[src/rtl/keypad_encoder_rpt.sv]
// Debounced priority keypad encoder with auto-repeat while a key is held,
// a free-running tick divider, and a pgt output muxing valid/tick.
module keypad_encoder_rpt #(
    parameter int unsigned NKEYS        = 10,
    parameter int unsigned CW           = 4,
    parameter int unsigned DEB_CYCLES   = 4,
    parameter int unsigned TICK_DIV     = 100,
    parameter int unsigned REPEAT_TICKS = 5
) (
    input  logic             clk,
    input  logic             rst_n,
    input  logic [NKEYS-1:0] keys,
    input  logic             en,
    output logic [CW-1:0]    code,
    output logic             valid,
    output logic             tick,
    output logic             pgt,
    output logic             load
);

    localparam int unsigned DW = $clog2(DEB_CYCLES + 1);
    localparam int unsigned TW = $clog2(TICK_DIV);
    localparam int unsigned RW = $clog2(REPEAT_TICKS + 1);
    localparam logic [DW-1:0] DEB_LAST  = DW'(DEB_CYCLES - 1);
    localparam logic [TW-1:0] TICK_LAST = TW'(TICK_DIV - 1);
    localparam logic [RW-1:0] RPT_LAST  = RW'(REPEAT_TICKS - 1);
    localparam bit            DEB_ONE   = (DEB_CYCLES == 1);

    typedef enum logic [1:0] {IDLE, DEBOUNCE, PRESSED, RELEASE} state_t;

    state_t        state, nxt;
    logic [CW-1:0] samp, cand;
    logic          any;
    logic [DW-1:0] deb_cnt, zero_cnt;
    logic [RW-1:0] rpt_cnt;
    logic [TW-1:0] tick_cnt;
    logic          restart, accept, deb_inc, zero_start, zero_inc, fire;

    // Highest set bit wins because later iterations overwrite earlier ones.
    always_comb begin
        samp = '0;
        any  = 1'b0;
        for (int unsigned i = 0; i < NKEYS; i++) begin
            if (keys[i]) begin
                samp = CW'(i);
                any  = 1'b1;
            end
        end
    end

    always_ff @(posedge clk or negedge rst_n) begin
        if (!rst_n) state <= IDLE;
        else        state <= nxt;
    end

    always_comb begin
        nxt        = state;
        restart    = 1'b0;
        accept     = 1'b0;
        deb_inc    = 1'b0;
        zero_start = 1'b0;
        zero_inc   = 1'b0;
        case (state)
            IDLE: begin
                if (any) restart = 1'b1;
            end
            DEBOUNCE: begin
                if (!any)                   nxt = IDLE;
                else if (samp != cand)      restart = 1'b1;
                else if (deb_cnt == DEB_LAST) begin
                    accept = 1'b1;
                    nxt    = PRESSED;
                end else                    deb_inc = 1'b1;
            end
            PRESSED: begin
                if (!any) begin
                    zero_start = 1'b1;
                    nxt        = DEB_ONE ? IDLE : RELEASE;
                end else if (samp != cand) restart = 1'b1;
            end
            RELEASE: begin
                if (any)                        restart = 1'b1;
                else if (zero_cnt == DEB_LAST)  nxt = IDLE;
                else                            zero_inc = 1'b1;
            end
            default: nxt = IDLE;
        endcase
        // A fresh candidate already counts as one stable sample.
        if (restart) begin
            nxt    = DEB_ONE ? PRESSED : DEBOUNCE;
            accept = DEB_ONE;
        end
        fire = tick && (state == PRESSED) && (nxt == PRESSED) && !accept &&
               (rpt_cnt == RPT_LAST);
    end

    always_comb begin
        load = (state == IDLE);
        pgt  = en ? tick : valid;
    end

    always_ff @(posedge clk or negedge rst_n) begin
        if (!rst_n) begin
            cand     <= '0;
            code     <= '0;
            deb_cnt  <= '0;
            zero_cnt <= '0;
            rpt_cnt  <= '0;
            valid    <= 1'b0;
        end else begin
            if (restart)      deb_cnt <= DW'(1);
            else if (deb_inc) deb_cnt <= deb_cnt + DW'(1);
            if (restart)      cand <= samp;

            if (zero_start)    zero_cnt <= DW'(1);
            else if (zero_inc) zero_cnt <= zero_cnt + DW'(1);

            if (accept) code <= restart ? samp : cand;

            if (nxt != PRESSED || accept || fire)   rpt_cnt <= '0;
            else if (tick && state == PRESSED)      rpt_cnt <= rpt_cnt + RW'(1);

            valid <= (accept | fire) & ~valid;
        end
    end

    always_ff @(posedge clk or negedge rst_n) begin
        if (!rst_n) begin
            tick_cnt <= '0;
            tick     <= 1'b0;
        end else if (tick_cnt == TICK_LAST) begin
            tick_cnt <= '0;
            tick     <= 1'b1;
        end else begin
            tick_cnt <= tick_cnt + TW'(1);
            tick     <= 1'b0;
        end
    end

endmodule

[config.mk]
export PLATFORM = sky130hd
export DESIGN_NAME = keypad_encoder_rpt
export DESIGN_NICKNAME = d
export VERILOG_FILES = /design/src/rtl/keypad_encoder_rpt.sv
export SDC_FILE = /design/constraint.sdc
export NUM_CORES = 1
export LEC_CHECK = 0
export BUFFER_PORTS_ARGS = -buffer_cell sky130_fd_sc_hd__buf_2
export CAP_MARGIN = 20
export CORE_MARGIN = 2
export CORE_UTILIZATION = 40
export CTS_CLUSTER_DIAMETER = 200
export CTS_CLUSTER_SIZE = 30
export DETAILED_ROUTE_END_ITERATION = 8
export PLACE_DENSITY = 0.66
export SLEW_MARGIN = 10
export SYNTH_ARGS = -nofsm -noshare
export SYNTH_HDL_FRONTEND = slang
export SYNTH_SLANG_ARGS = --single-unit
[constraint.sdc]
create_clock -name clk -period 2.7 [get_ports clk]
set_input_delay 0.135 -clock clk [delete_from_list [all_inputs] [get_ports clk]]
set_output_delay 0.135 -clock clk [all_outputs]
set_load 0.05 [all_outputs]
# --- After elaboration in Yosys (flattened, before gate mapping) ---
# Cells that the tools add are included.
# W data, S select, Z words.
word_totals:
  register_bits: 28
  latch_bits: 0
  mem_bits_rw: 0
  romBits: 0
  inputBits: 13
  output_inout_bits: 8
  word_cells: 94
  mem_count: 0
classes:
  n_addsub: 4
  multipliers: 0
  n_div: 0
  n_lt_le_gt_ge: 0
  n_eq_ne: 10
  n_shift: 0
  mux: 55
  bitwise: 3
  n_reduce_logical: 13
ops:
  columns: ["operator", "count"]
  rows:
  - ["$mux W4", 8]
  - ["$mux W1", 30]
  - ["$mux W3", 6]
  - ["$mux W2", 8]
  - ["$add A3 B1 Y3 const B", 3]
  - ["$add A7 B1 Y7 const B", 1]
  - ["$eq A7 B7 Y1 const B", 1]
  - ["$mux W7", 1]
  - ["$eq A2 B2 Y1 const B", 3]
  - ["$eq A3 B2 Y1 const B", 2]
  - ["$pmux W2 S3", 1]
  - ["$reduce_bool A2 Y1", 3]
  - ["$logic_and A1 B1 Y1", 4]
  - ["$ne A4 B4 Y1", 1]
  - ["$reduce_or A2 Y1", 2]
  - ["$eq A3 B3 Y1 const B", 1]
  - ["$eq A2 B1 Y1 const B", 1]
  - ["$logic_not A2 Y1", 1]
  - ["$logic_or A1 B1 Y1", 2]
  - ["$ne A2 B2 Y1 const B", 1]
  - ["$pmux W1 S2", 1]
  - ["$and A1 B1 Y1", 1]
  - ["$logic_not A1 Y1", 1]
  - ["$not A1 Y1", 1]
  - ["$or A1 B1 Y1", 1]

# --- Logic depth before layout (Yosys ltp) ---
depth:
  ltp_word: 20
  ltp_mapped: 8

# --- Worst setup path after synthesis ---
# Ideal clock, no wire load.
synth_timing:
  kind: "flip-flop to flip-flop"
  from: "register state[0]"
  to: "register rpt_cnt[0]"
  t_arrival_ps: 1971
  t_required_ps: 2599
  setup_slack_ps: 628
  path_stages_with_launch: 7
  path_buffers: 0
  path_cell_list: "dfrtp_1 -> inv_1 -> ha_1 -> o31ai_1 -> o221ai_1 -> or3b_1 -> nor4_1"
synth_rtl:
  columns: ["element", "line", "rtl"]
  rows:
  - ["start: declaration", "31", "state_t state, nxt;"]
  - ["start signal: assignment", "53", "else state <= nxt;"]
  - ["$logic_not A2 Y1 (*)", null, null]
  - ["via load", "18", "output logic load"]
  - ["$reduce_or A2 Y1 (no line) (*)", null, null]
  - ["$pmux W1 S2 (*)", "63", "case (state)"]
  - ["$mux W2", "89", "if (restart) begin"]
  - ["$eq A2 B2 Y1", "93", "fire = tick && (state == PRESSED) && (nxt == PRESSED) && !accept &&"]
  - ["$logic_and A1 B1 Y1 (3 in series)", "93", null]
  - ["$logic_or A1 B1 Y1 (*)", "120", "if (nxt != PRESSED || accept || fire) rpt_cnt <= '0;"]
  - ["$mux W3 / $reduce_bool A2 Y1 (equally long branches)", null, null]
  - ["end signal: assignment", "121", "else if (tick && state == PRESSED) rpt_cnt <= rpt_cnt + RW'(1);"]
  - ["end: declaration", "35", "logic [RW-1:0] rpt_cnt;"]
# The timed path passes the listed nets; every way through them passes the cells marked *.
# A chain may end at the register's enable or synchronous reset.

# --- Worst setup path in the final report ---
layout_timing:
  from: "register cand[0]"
  to: "register code[0]"
layout_between:
  elab_chain_len: 5
layout_rtl:
  columns: ["element", "line", "rtl"]
  rows:
  - ["start: declaration", "32", "logic [CW-1:0] samp, cand;"]
  - ["start signal: assignment", "113", "if (restart) cand <= samp;"]
  - ["$ne A4 B4 Y1", "69, 79", null]
  - ["$mux W1 (on tied branches)", "69, 79", null]
  - ["$mux W1 (on tied branches)", "76, 68", null]
  - ["$pmux W1 S2 / $mux W1 (equally long branches)", "63", null]
  - ["$mux W4 / $mux W1 (equally long branches)", null, null]
  - ["end signal: assignment", "118", "if (accept) code <= restart ? samp : cand;"]
  - ["end: declaration", "14", "output logic [CW-1:0] code,"]
# Several ways; a longest one is shown, not always the timed one.

==> flow_summary.json <==
{
  "status": "finished clean",
  "start_kind": "register",
  "fill_cells": 388,
  "wire_per_inst_um": 12.8,
  "grt_overflow_total": 0,
  "grt_use_total": 0.153,
  "fin_crit_ns": 2.10,
  "synth.distinct_cells": 47,
  "timing.max_cap.violations": 0,
  "synth_edf_count": 0,
  "hpwlAfterDp_mm": 2.36,
  "rows": 23,
  "clock-root-buffer": "clkbuf_8",
  "ys_seq_area_frac": 0.416,
  "tightest_slew_ns": 0.629,
  "wirelength_mm": 3.16,
  "synthArstFlopShare": 1.00,
  "worst_path_largest_cell_delay_ns": 0.42,
  "max_clock_freq_ghz": 0.477,
  "slowest_stage": "dfrtp_1",
  "grt_pass1_wl_mm": 5.40,
  "synth_seq_cells": 28,
  "endpoint_kind": "register",
  "final_nets": 223,
  "rsz0062_at_grt": "false",
  "peakVddDrop_uv": 259,
  "num_antenna_cells": 0,
  "detail-route-antenna-nets": 0,
  "worstPathRequired_ns": 2.87,
  "fin_skew_ns": 0.00374,
  "finalMaxSlewViolations": 0,
  "setup_viol": 0,
  "portBuffers": 20,
  "syn_inst": 172,
  "h-tree-depth": 1,
  "gp_congestion": 0.806,
  "numCtsBuffers": 3,
  "clk_latency_ns": 0.27,
  "cp_max_fo": 8,
  "synth_top_area_frac": 0.416,
  "r2r_cells": 6,
  "clk_path_buf_depth": 2,
  "ys_dominant_reg_cell": "dfrtp_1",
  "syn_avg_cell_area_um2": 9.79,
  "arrival_ns": 2.26,
  "clk_pin_slew_ns": 0.10,
  "hold_ws_ns": 0.206,
  "start_util": 0.418,
  "synth_most_common_cell": "dfrtp_1",
  "io_pins": 21,
  "synth.largest_area_cell": "dfrtp_1",
  "setup_tns_ns": 0,
  "syn_area_mm2": 0.00168,
  "via_per_inst": 5.40,
  "areaGrowthSynthToFinish_pct": 14.5,
  "yosys_warnings": 0,
  "crit_type": "register to register",
  "fin_crit_sh": 0.776,
  "synthTopCellsByCount": "dfrtp_1 (28), nor2_1 (16), ha_1 (12), inv_1 (12), nand2_1 (12)",
  "hold_viol_final": 0,
  "core_area_mm2": 0.00403,
  "ctsResizeCount": 0,
  "synth_area_leaders": "dfrtp_1 (42%), ha_1 (8.9%), mux2_4 (3.6%)",
  "grt_antenna_before_repair": 0,
  "layout-drive-gt1-share": 0.193,
  "min_path_cells": 3,
  "drc_errors": 0,
  "cts_tree": "built",
  "fp.dieW_um": 68.9,
  "grt_max_degree": 29,
  "dieArea_mm2": 0.00475,
  "vias": 1333,
  "worstPathCellList": "or2b_2 -> o311ai_0 -> a211oi_1 -> nand4_2 -> nor2_4 -> mux2_4",
  "die_y_um": 68.9,
  "relSlewSlack": 0.581,
  "power.leakage_uw": 0.000872,
  "drtIter0Drc": 48,
  "hold_path.class": "input port to register",
  "drt-pass1-iter-count": 5,
  "power.density_mw_per_mm2": 550,
  "first_global_vias": 1225,
  "cts_sinks": 28,
  "syn_nets": 197
}
==> power breakdown <==
| group | switching [uW] | leakage (uW) | internal [uW] | total [uW] |
|---|---|---|---|---|
| clock network | 134 | 0.0000357 | 199 | 332 |
| registers | 23.4 | 0.000356 | 450 | 474 |
| logic | 165 | 0.000481 | 90.0 | 255 |
| total | 322 | 0.000872 | 739 | 1060 |
==> state kept, by name, summed over array words and instances (netlist names) <==
signal / cells
tick_cnt: 7
cand: 4
code: 4
deb_cnt: 3
rpt_cnt: 3
zero_cnt: 3
state: 2
tick: 1
valid: 1
==> worst paths after layout <==
path	from	endpoint	slack, ns
setup / recovery	cand[0]	code[0]	0.60
hold / removal	keys[9]	cand[0]	0.21
setup reg to reg	cand[0]	code[0]	0.60
hold reg to reg	zero_cnt[2]	zero_cnt[2]	0.49
max in group asynchronous	rst_n	rpt_cnt[1]	1.87
min in group asynchronous	rst_n	cand[0]	0.41
==> layout by cell type, fill, tap and decap left out, types with 3 or more instances in the layout <==
master	count
inv_1	12
dfrtp_1	28
a21oi_1	8
nand2_1	12
nand2b_1	4
nand4_1	4
nor2b_1	4
mux2_4	4
o21ai_1	4
ha_1	12
nand3_1	8
nor2_1	16
nor3_1	4
nor4_1	4
and3_1	3
xnor2_1	6
buf_2	20
clkbuf_8	3
o21ai_0	6
==> cell type report <==
| type | count | area (um^2) | area share |
|---|---|---|---|
| tap | 50 | 62.6 | 0.0324 |
| clock inverter | 1 | 30.0 | 0.0156 |
| sequential | 28 | 701 | 0.363 |
| timing repair buffer | 22 | 118 | 0.0610 |
| inverter | 12 | 45.0 | 0.0234 |
| clock buffer | 3 | 41.3 | 0.0214 |
| multi-input combinational | 131 | 931 | 0.483 |
==> per-stage QoR <==
step                      instance area, um^2   util  cells  power [uW]  setup WS (ns)
after floorplan                          1680      -    172         667          0.628
after global placement                   1850  0.458    242         732          0.652
after detailed placement                 1850  0.458    242         736          0.560
after CTS                                1930  0.479    247        1070          0.586
after global routing                     1930  0.479    247        1120          0.398
final                                    1930  0.479    247        1060          0.604
==> logic make-up after synthesis <==
kind of cell | Yosys count | synth area share
buffers and inverters | 13 | 0.0312
flip-flops | 28 | 0.416
XOR/XNOR | 7 | 0.0364
AO/OA/AOI/OAI | 33 | 0.134
multiplexers | 7 | 0.0542
AND/OR/NAND/NOR | 72 | 0.238
adder cells (fa/ha/maj) | 12 | 0.0892
==> critical path, delay by kind of cell, from the launching register on <==
kind	cells	cell delay (ns)
DFF	1	0.42
muxes	1	0.32
AOI/OAI and AO/OA	2	0.51
and+or+nand+nor	3	0.73
==> what timing repair did <==
action,4_1_cts,5_1_grt
hold buffers,1,0
endpoints found under the setup margin,0,0
hold endpoints to repair,28,0
setup buffers,0,0
==> layer usage <==
layer	routed length, um	part of all wire	GRT usage	vias up
met5	0	0	0	-
met4	42	0.013	0.0662	0
met3	130	0.041	0.0114	4
met2	1350	0.43	0.252	29
met1	1630	0.52	0.206	634
li1	-	-	-	666
(Power assumes the default switching activity.)
